### src/rtl/pipe_stage_skid.sv
// pipe_stage_skid: handshaked pipeline stage register with a 2-entry skid buffer.
//
// Holds up to two payloads: the main register (drives o_data) and a skid register
// that catches the one extra beat accepted in the cycle downstream stalls. Because
// o_ready is registered, a downstream stall reaches upstream one cycle later.
// Every output is driven straight from a flop.
//
// Ports:
//   i_clk        clock, rising edge
//   i_rst_n      asynchronous active-low reset
//   i_flush      synchronous squash of all held entries
//   i_valid      upstream payload valid
//   o_ready      stage can accept this cycle
//   i_data       upstream payload
//   o_valid      o_data holds a live entry
//   i_ready      downstream accepts this cycle
//   o_data       payload of the oldest held entry (BUBBLE_VAL when not valid)
//   i_cnt_clr    synchronous clear of o_stall_cnt
//   o_stall_cnt  saturating count of cycles with o_valid=1 and i_ready=0
module pipe_stage_skid #(
    parameter int unsigned       DATA_W     = 128,
    parameter logic [DATA_W-1:0] BUBBLE_VAL = '0,
    parameter int unsigned       CNT_W      = 16
) (
    input  logic              i_clk,
    input  logic              i_rst_n,
    input  logic              i_flush,
    input  logic              i_valid,
    output logic              o_ready,
    input  logic [DATA_W-1:0] i_data,
    output logic              o_valid,
    input  logic              i_ready,
    output logic [DATA_W-1:0] o_data,
    input  logic              i_cnt_clr,
    output logic [CNT_W-1:0]  o_stall_cnt
);

    typedef enum logic [1:0] {
        StEmpty,
        StBusy,
        StFull
    } state_e;

    state_e            r_state;
    logic [DATA_W-1:0] r_main;
    logic [DATA_W-1:0] r_skid;
    logic              r_valid;
    logic              r_ready;
    logic [CNT_W-1:0]  r_stall_cnt;

    logic w_accept;
    logic w_drain;
    logic w_stall;
    logic w_cnt_max;

    assign w_accept  = i_valid & r_ready;
    assign w_drain   = r_valid & i_ready;
    assign w_stall   = r_valid & ~i_ready;
    assign w_cnt_max = (r_stall_cnt == {CNT_W{1'b1}});

    // State, storage and registered handshake outputs. A drain in the flush cycle
    // needs no action here: downstream already sampled o_data during that cycle.
    always_ff @(posedge i_clk or negedge i_rst_n) begin
        if (!i_rst_n) begin
            r_state <= StEmpty;
            r_main  <= BUBBLE_VAL;
            r_skid  <= BUBBLE_VAL;
            r_valid <= 1'b0;
            r_ready <= 1'b0;
        end else if (i_flush) begin
            r_state <= StEmpty;
            r_main  <= BUBBLE_VAL;
            r_skid  <= BUBBLE_VAL;
            r_valid <= 1'b0;
            r_ready <= 1'b1;
        end else begin
            unique case (r_state)
                StEmpty: begin
                    // Also the first cycle after reset, where o_ready rises.
                    r_ready <= 1'b1;
                    if (w_accept) begin
                        r_state <= StBusy;
                        r_main  <= i_data;
                        r_valid <= 1'b1;
                    end
                end
                StBusy: begin
                    if (w_accept && w_drain) begin
                        r_main <= i_data;
                    end else if (w_accept) begin
                        // Downstream stalled this cycle: park the new beat in the skid.
                        r_state <= StFull;
                        r_skid  <= i_data;
                        r_ready <= 1'b0;
                    end else if (w_drain) begin
                        r_state <= StEmpty;
                        r_main  <= BUBBLE_VAL;
                        r_valid <= 1'b0;
                    end
                end
                StFull: begin
                    if (w_drain) begin
                        r_state <= StBusy;
                        r_main  <= r_skid;
                        r_skid  <= BUBBLE_VAL;
                        r_ready <= 1'b1;
                    end
                end
                default: begin
                    r_state <= StEmpty;
                    r_main  <= BUBBLE_VAL;
                    r_skid  <= BUBBLE_VAL;
                    r_valid <= 1'b0;
                    r_ready <= 1'b1;
                end
            endcase
        end
    end

    // Stall counter: clear wins over increment, saturates instead of wrapping,
    // and is deliberately untouched by flush.
    always_ff @(posedge i_clk or negedge i_rst_n) begin
        if (!i_rst_n) begin
            r_stall_cnt <= '0;
        end else if (i_cnt_clr) begin
            r_stall_cnt <= '0;
        end else if (w_stall && !w_cnt_max) begin
            r_stall_cnt <= r_stall_cnt + 1'b1;
        end
    end

    assign o_ready     = r_ready;
    assign o_valid     = r_valid;
    assign o_data      = r_main;
    assign o_stall_cnt = r_stall_cnt;

    a_full_not_ready : assert property (@(posedge i_clk) disable iff (!i_rst_n)
        (r_state == StFull) |-> !r_ready);
    a_no_accept_full : assert property (@(posedge i_clk) disable iff (!i_rst_n)
        (r_state == StFull) |-> !w_accept);
    a_bubble_idle : assert property (@(posedge i_clk) disable iff (!i_rst_n)
        !r_valid |-> (r_main == BUBBLE_VAL));

endmodule

### config.mk
export PLATFORM = sky130hd
export DESIGN_NAME = pipe_stage_skid
export DESIGN_NICKNAME = d
export VERILOG_FILES = /design/src/rtl/pipe_stage_skid.sv
export SDC_FILE = /design/constraint.sdc
export NUM_CORES = 1
export LEC_CHECK = 0
export CAP_MARGIN = 5
export CELL_PAD_IN_SITES_DETAIL_PLACEMENT = 0
export CELL_PAD_IN_SITES_GLOBAL_PLACEMENT = 1
export CORE_ASPECT_RATIO = 0.6
export CORE_MARGIN = 2
export CORE_UTILIZATION = 42
export DETAILED_ROUTE_END_ITERATION = 10
export PLACE_DENSITY_LB_ADDON = 0.05
export SYNTH_ARGS = -nofsm -noshare
export SYNTH_HDL_FRONTEND = slang
export SYNTH_SLANG_ARGS = --single-unit
export TNS_END_PERCENT = 30
### constraint.sdc
create_clock -name i_clk -period 3.1 [get_ports i_clk]
set_input_delay 0.31 -clock i_clk [delete_from_list [all_inputs] [get_ports i_clk]]
set_output_delay 0.31 -clock i_clk [all_outputs]
set_load 0.05 [all_outputs]
==> impl_metrics.prom <==
# TYPE chip_impl_metric gauge
chip_impl_info{name="run_status",value="completed"} 1
chip_impl_info{name="min_path_type",value="in -> async"} 1
chip_impl_metric{name="clkPwrFrac",unit=""} 0.368
chip_impl_metric{name="tritoncts.num_buffers",unit=""} 27
chip_impl_metric{name="route.layer.met1.wl",unit="um"} 16100
chip_impl_metric{name="wl_met2",unit="um"} 14000
chip_impl_metric{name="final_count_of_negative_setup_slack_endpoints",unit=""} 0
chip_impl_metric{name="seq_power_share",unit=""} 0.434
chip_impl_metric{name="final.period_utilization",unit=""} 0.714
chip_impl_metric{name="postSynthRegisterBits",unit=""} 276
chip_impl_metric{name="core-area",unit="sq um"} 26300
chip_impl_info{name="routed.top_layer",value="met5"} 1
chip_impl_info{name="critical_path.cell_chain",value="clkdlybuf4s50_1"} 1
chip_impl_metric{name="dieWidth",unit="um"} 215
chip_impl_metric{name="hold_viol",unit=""} 0
chip_impl_metric{name="cts_num_sinks",unit=""} 276
chip_impl_info{name="rsz0062_at_grt",value="false"} 1
chip_impl_metric{name="clk-insertion-delay-late",unit="ps"} 540
chip_impl_metric{name="switching_share",unit=""} 0.297
chip_impl_info{name="critical-path-top-delay-family",value="buffers and inverters"} 1
chip_impl_metric{name="wirelength",unit="um"} 32600
chip_impl_metric{name="gr-total-overflow",unit=""} 0
chip_impl_metric{name="grt_pass1_wl",unit="um"} 51200
chip_impl_metric{name="antenna_violating_nets_post_route",unit=""} 0
chip_impl_metric{name="cts_htree_levels",unit=""} 1
chip_impl_metric{name="comb_power_share",unit=""} 0.198
chip_impl_metric{name="worst-path-max-fanout",unit=""} 8
chip_impl_metric{name="initial_utilization",unit=""} 0.425
chip_impl_metric{name="synth_fp_nets",unit=""} 1005
chip_impl_metric{name="nets",unit=""} 1242
chip_impl_metric{name="rrSetupSlack",unit="ps"} 1020
chip_impl_info{name="clock_tree_from_tritoncts",value="built"} 1
chip_impl_metric{name="maxSlewHeadroom",unit=""} 0.451
chip_impl_info{name="critical_path.startpoint_type",value="flip-flop"} 1
chip_impl_metric{name="cts_resized",unit=""} 0
chip_impl_metric{name="max_clock_freq",unit="GHz"} 0.452
chip_impl_metric{name="flow.area_growth_from_synthesis",unit="%"} 37.4
chip_impl_metric{name="port_buf_inserts",unit=""} 279
chip_impl_metric{name="cts.clk_slew.worst_paths",unit="ps"} 60
chip_impl_metric{name="post_drt_wl_per_cell",unit="um"} 21.9
chip_impl_metric{name="synth-seq-area-share",unit=""} 0.618
chip_impl_metric{name="synth_area",unit="sq um"} 11200
chip_impl_metric{name="timing.critical_path.buf_inv",unit=""} 1
chip_impl_info{name="setup.worst_path.class",value="reg -> out"} 1
chip_impl_metric{name="number_of_detailed_routing_iterations_run_before_antenna_repair",unit=""} 5
chip_impl_metric{name="layout_min_cycle_time",unit="ps"} 2210
chip_impl_info{name="critPathSlowestCell",value="clkdlybuf4s50_1"} 1
chip_impl_metric{name="rows",unit=""} 46
chip_impl_metric{name="cap_viol_max_count",unit=""} 0
chip_impl_metric{name="finalMaxSlewViolations",unit=""} 0
chip_impl_metric{name="vias",unit=""} 8619
chip_impl_metric{name="track_usage",unit=""} 0.229
chip_impl_metric{name="largest_net_degree_at_the_start_of_global_routing",unit=""} 131
chip_impl_metric{name="worst-slew-pin-transition",unit="ps"} 823
chip_impl_info{name="r2r-end",value="o_stall_cnt[13]"} 1
chip_impl_metric{name="detailedPlacementHpwl",unit="um"} 19100
chip_impl_info{name="cts_root_buffer",value="clkbuf_16"} 1
chip_impl_metric{name="worst_ir_drop_vdd",unit="V"} 0.000332
chip_impl_metric{name="cp.required",unit="ps"} 2790
chip_impl_metric{name="synth_cell_types",unit=""} 42
chip_impl_metric{name="routability_driven_placement_congestion_ratio",unit=""} 0.785
chip_impl_metric{name="avgViaCountPerCell",unit=""} 5.78
chip_impl_metric{name="cpPeakStageDelay",unit="ps"} 860
chip_impl_metric{name="cts_buffer_depth",unit=""} 3
chip_impl_metric{name="yosys_warnings",unit=""} 0
chip_impl_metric{name="rr_worst_depth",unit=""} 4
chip_impl_metric{name="design.die.area",unit="sq um"} 28000
chip_impl_metric{name="fin_util",unit=""} 0.584
chip_impl_metric{name="fillCellCount",unit=""} 2194
chip_impl_info{name="timing.critical_path.to_type",value="primary output"} 1
chip_impl_metric{name="post_synth_inst_count",unit=""} 870
chip_impl_info{name="synth_top_flop_cell",value="dfrtp_1"} 1
chip_impl_metric{name="grt_pass1_vias",unit=""} 8611
chip_impl_metric{name="leakagePower",unit="nW"} 6.59
chip_impl_metric{name="dr_wl_met3",unit="um"} 2090
chip_impl_metric{name="internal_power",unit="mW"} 6.39
chip_impl_metric{name="synth-async-reset-ratio",unit=""} 1.00
chip_impl_metric{name="detail_route.drc_violations",unit=""} 0
chip_impl_metric{name="number_of_enable_type_register_cells_in_the_synthesized_netlist",unit=""} 0
chip_impl_metric{name="finClkSkew",unit="ps"} 23.1
chip_impl_metric{name="die_y",unit="um"} 130
chip_impl_metric{name="detailedRoute.firstIterationViolations",unit=""} 758
chip_impl_metric{name="timing.critical_path.arrival",unit="ps"} 1900
chip_impl_metric{name="count_of_boundary_i_o_pins",unit=""} 280
chip_impl_metric{name="power.density",unit="nW/um^2"} 592
chip_impl_metric{name="drive_gt1_frac",unit=""} 0.0656
chip_impl_metric{name="grt_antenna_before_repair",unit=""} 5
chip_impl_info{name="worstReg2RegStart",value="o_stall_cnt[4]"} 1
chip_impl_metric{name="postSynthAreaPerCell",unit="sq um"} 12.9
chip_impl_metric{name="switching_power",unit="mW"} 2.70
chip_impl_metric{name="setup_total_negative_slack",unit="ps"} 0
[metal layers]
layer	vias to the layer above	global-route usage
li1	3944	-
met1	4429	0.352
met2	199	0.327
met3	43	0.0639
met4	4	0.0388
met5	-	0
[area by class of cell]
type                       instances  area, sq um  share of cell area
multi-input combinational        497         3960               0.258
inverter                           6         22.5             0.00147
clock buffer                      44          840              0.0546
clock inverter                     6         65.1             0.00423
tap                              360          450              0.0293
antenna                            3         7.51            0.000489
timing repair buffer             299         3110               0.203
sequential                       276         6910               0.449
[cell usage after synthesis, types with 2 or more instances]
cell type | number | area [sq um]
a22o_1 | 128 | 1120
nand2b_1 | 8 | 50.1
nor2_1 | 9 | 33.8
dfrtp_1 | 276 | 6910
mux2_2 | 2 | 22.5
or4_1 | 7 | 52.6
nor4_1 | 3 | 18.8
a211oi_1 | 3 | 22.5
o31ai_1 | 5 | 37.5
nand3_1 | 3 | 15.0
nand2_1 | 10 | 37.5
clkbuf_1 | 71 | 267
nand4b_1 | 2 | 17.5
a21oi_1 | 18 | 90.1
nor2b_1 | 5 | 31.3
o21bai_1 | 5 | 37.5
a22oi_1 | 128 | 961
buf_1 | 11 | 41.3
or3_1 | 2 | 12.5
o2bb2ai_1 | 128 | 1120
buf_2 | 9 | 45.0
o21ai_0 | 3 | 15.0
inv_1 | 5 | 18.8
nand4_1 | 5 | 31.3
nor3_1 | 7 | 35.0
[flip-flops by register name, indices dropped and copies added, names as in the netlist]
signal and flops:
o_data 128, o_ready 1, o_stall_cnt 16, o_valid 1
r_skid 128, r_state 2
[power groups by stage]
stage          Combinational, mW  Sequential, mW  Clock (mW)
2_1_floorplan              0.514            4.47           0
3_3_place_gp                1.81            4.00           0
3_5_place_dp                1.81            4.00           0
4_1_cts                     1.82            3.94        3.42
5_1_grt                     1.91            3.97        3.57
6_report                    1.80            3.94        3.35
[worst max path at each step]
stage / end / start / slack [ps] / cells after the start
after floorplan: o_stall_cnt[12] / o_stall_cnt[1] / 800 / 6
after global placement: o_stall_cnt[13] / i_ready / 680 / 5
after detailed placement: o_stall_cnt[13] / i_ready / 630 / 5
after CTS: o_valid / o_valid / 860 / 1
after global routing: o_valid / o_valid / 820 / 1
final: o_valid / o_valid / 890 / 1
[cells in the final DEF, fill, tap and decap left out, drive strengths merged, types with 7 or more instances in the layout]
| cell type | n |
|---|---|
| dfrtp | 276 |
| or4 | 7 |
| a21oi | 18 |
| inv | 7 |
| a22oi | 128 |
| a22o | 128 |
| o2bb2ai | 128 |
| nand2 | 10 |
| nand2b | 8 |
| nor3 | 7 |
| clkbuf | 44 |
| clkdlybuf4s50 | 278 |
| buf | 20 |
| nor2 | 9 |
[cell families after synthesis]
kind of cell,Yosys count,synth area share
fa+ha+maj,1,0.00112
flops,276,0.618
mux,4,0.00392
compound gates,423,0.308
buf+inv,97,0.0336
simple gates,69,0.0357
[timing repair]
action,4_1_cts,5_1_grt
hold buffers,1,0
endpoints found under the hold margin,78,0
setup buffers,0,0
[through the flow]
stage          cell area, sq um  hold slack (ps)  power (mW)  instances  setup slack [ps]
6_report                  15400              374        9.09       1491               886
4_1_cts                   15400              369        9.18       1488               862
3_5_place_dp              14400              364        5.81       1437               631
2_1_floorplan             11200             14.4        4.99        870               799
3_3_place_gp              14400              363        5.81       1437               681
5_1_grt                   15400              380        9.45       1488               821
No activity file was read; power rests on OpenSTA's default activity.
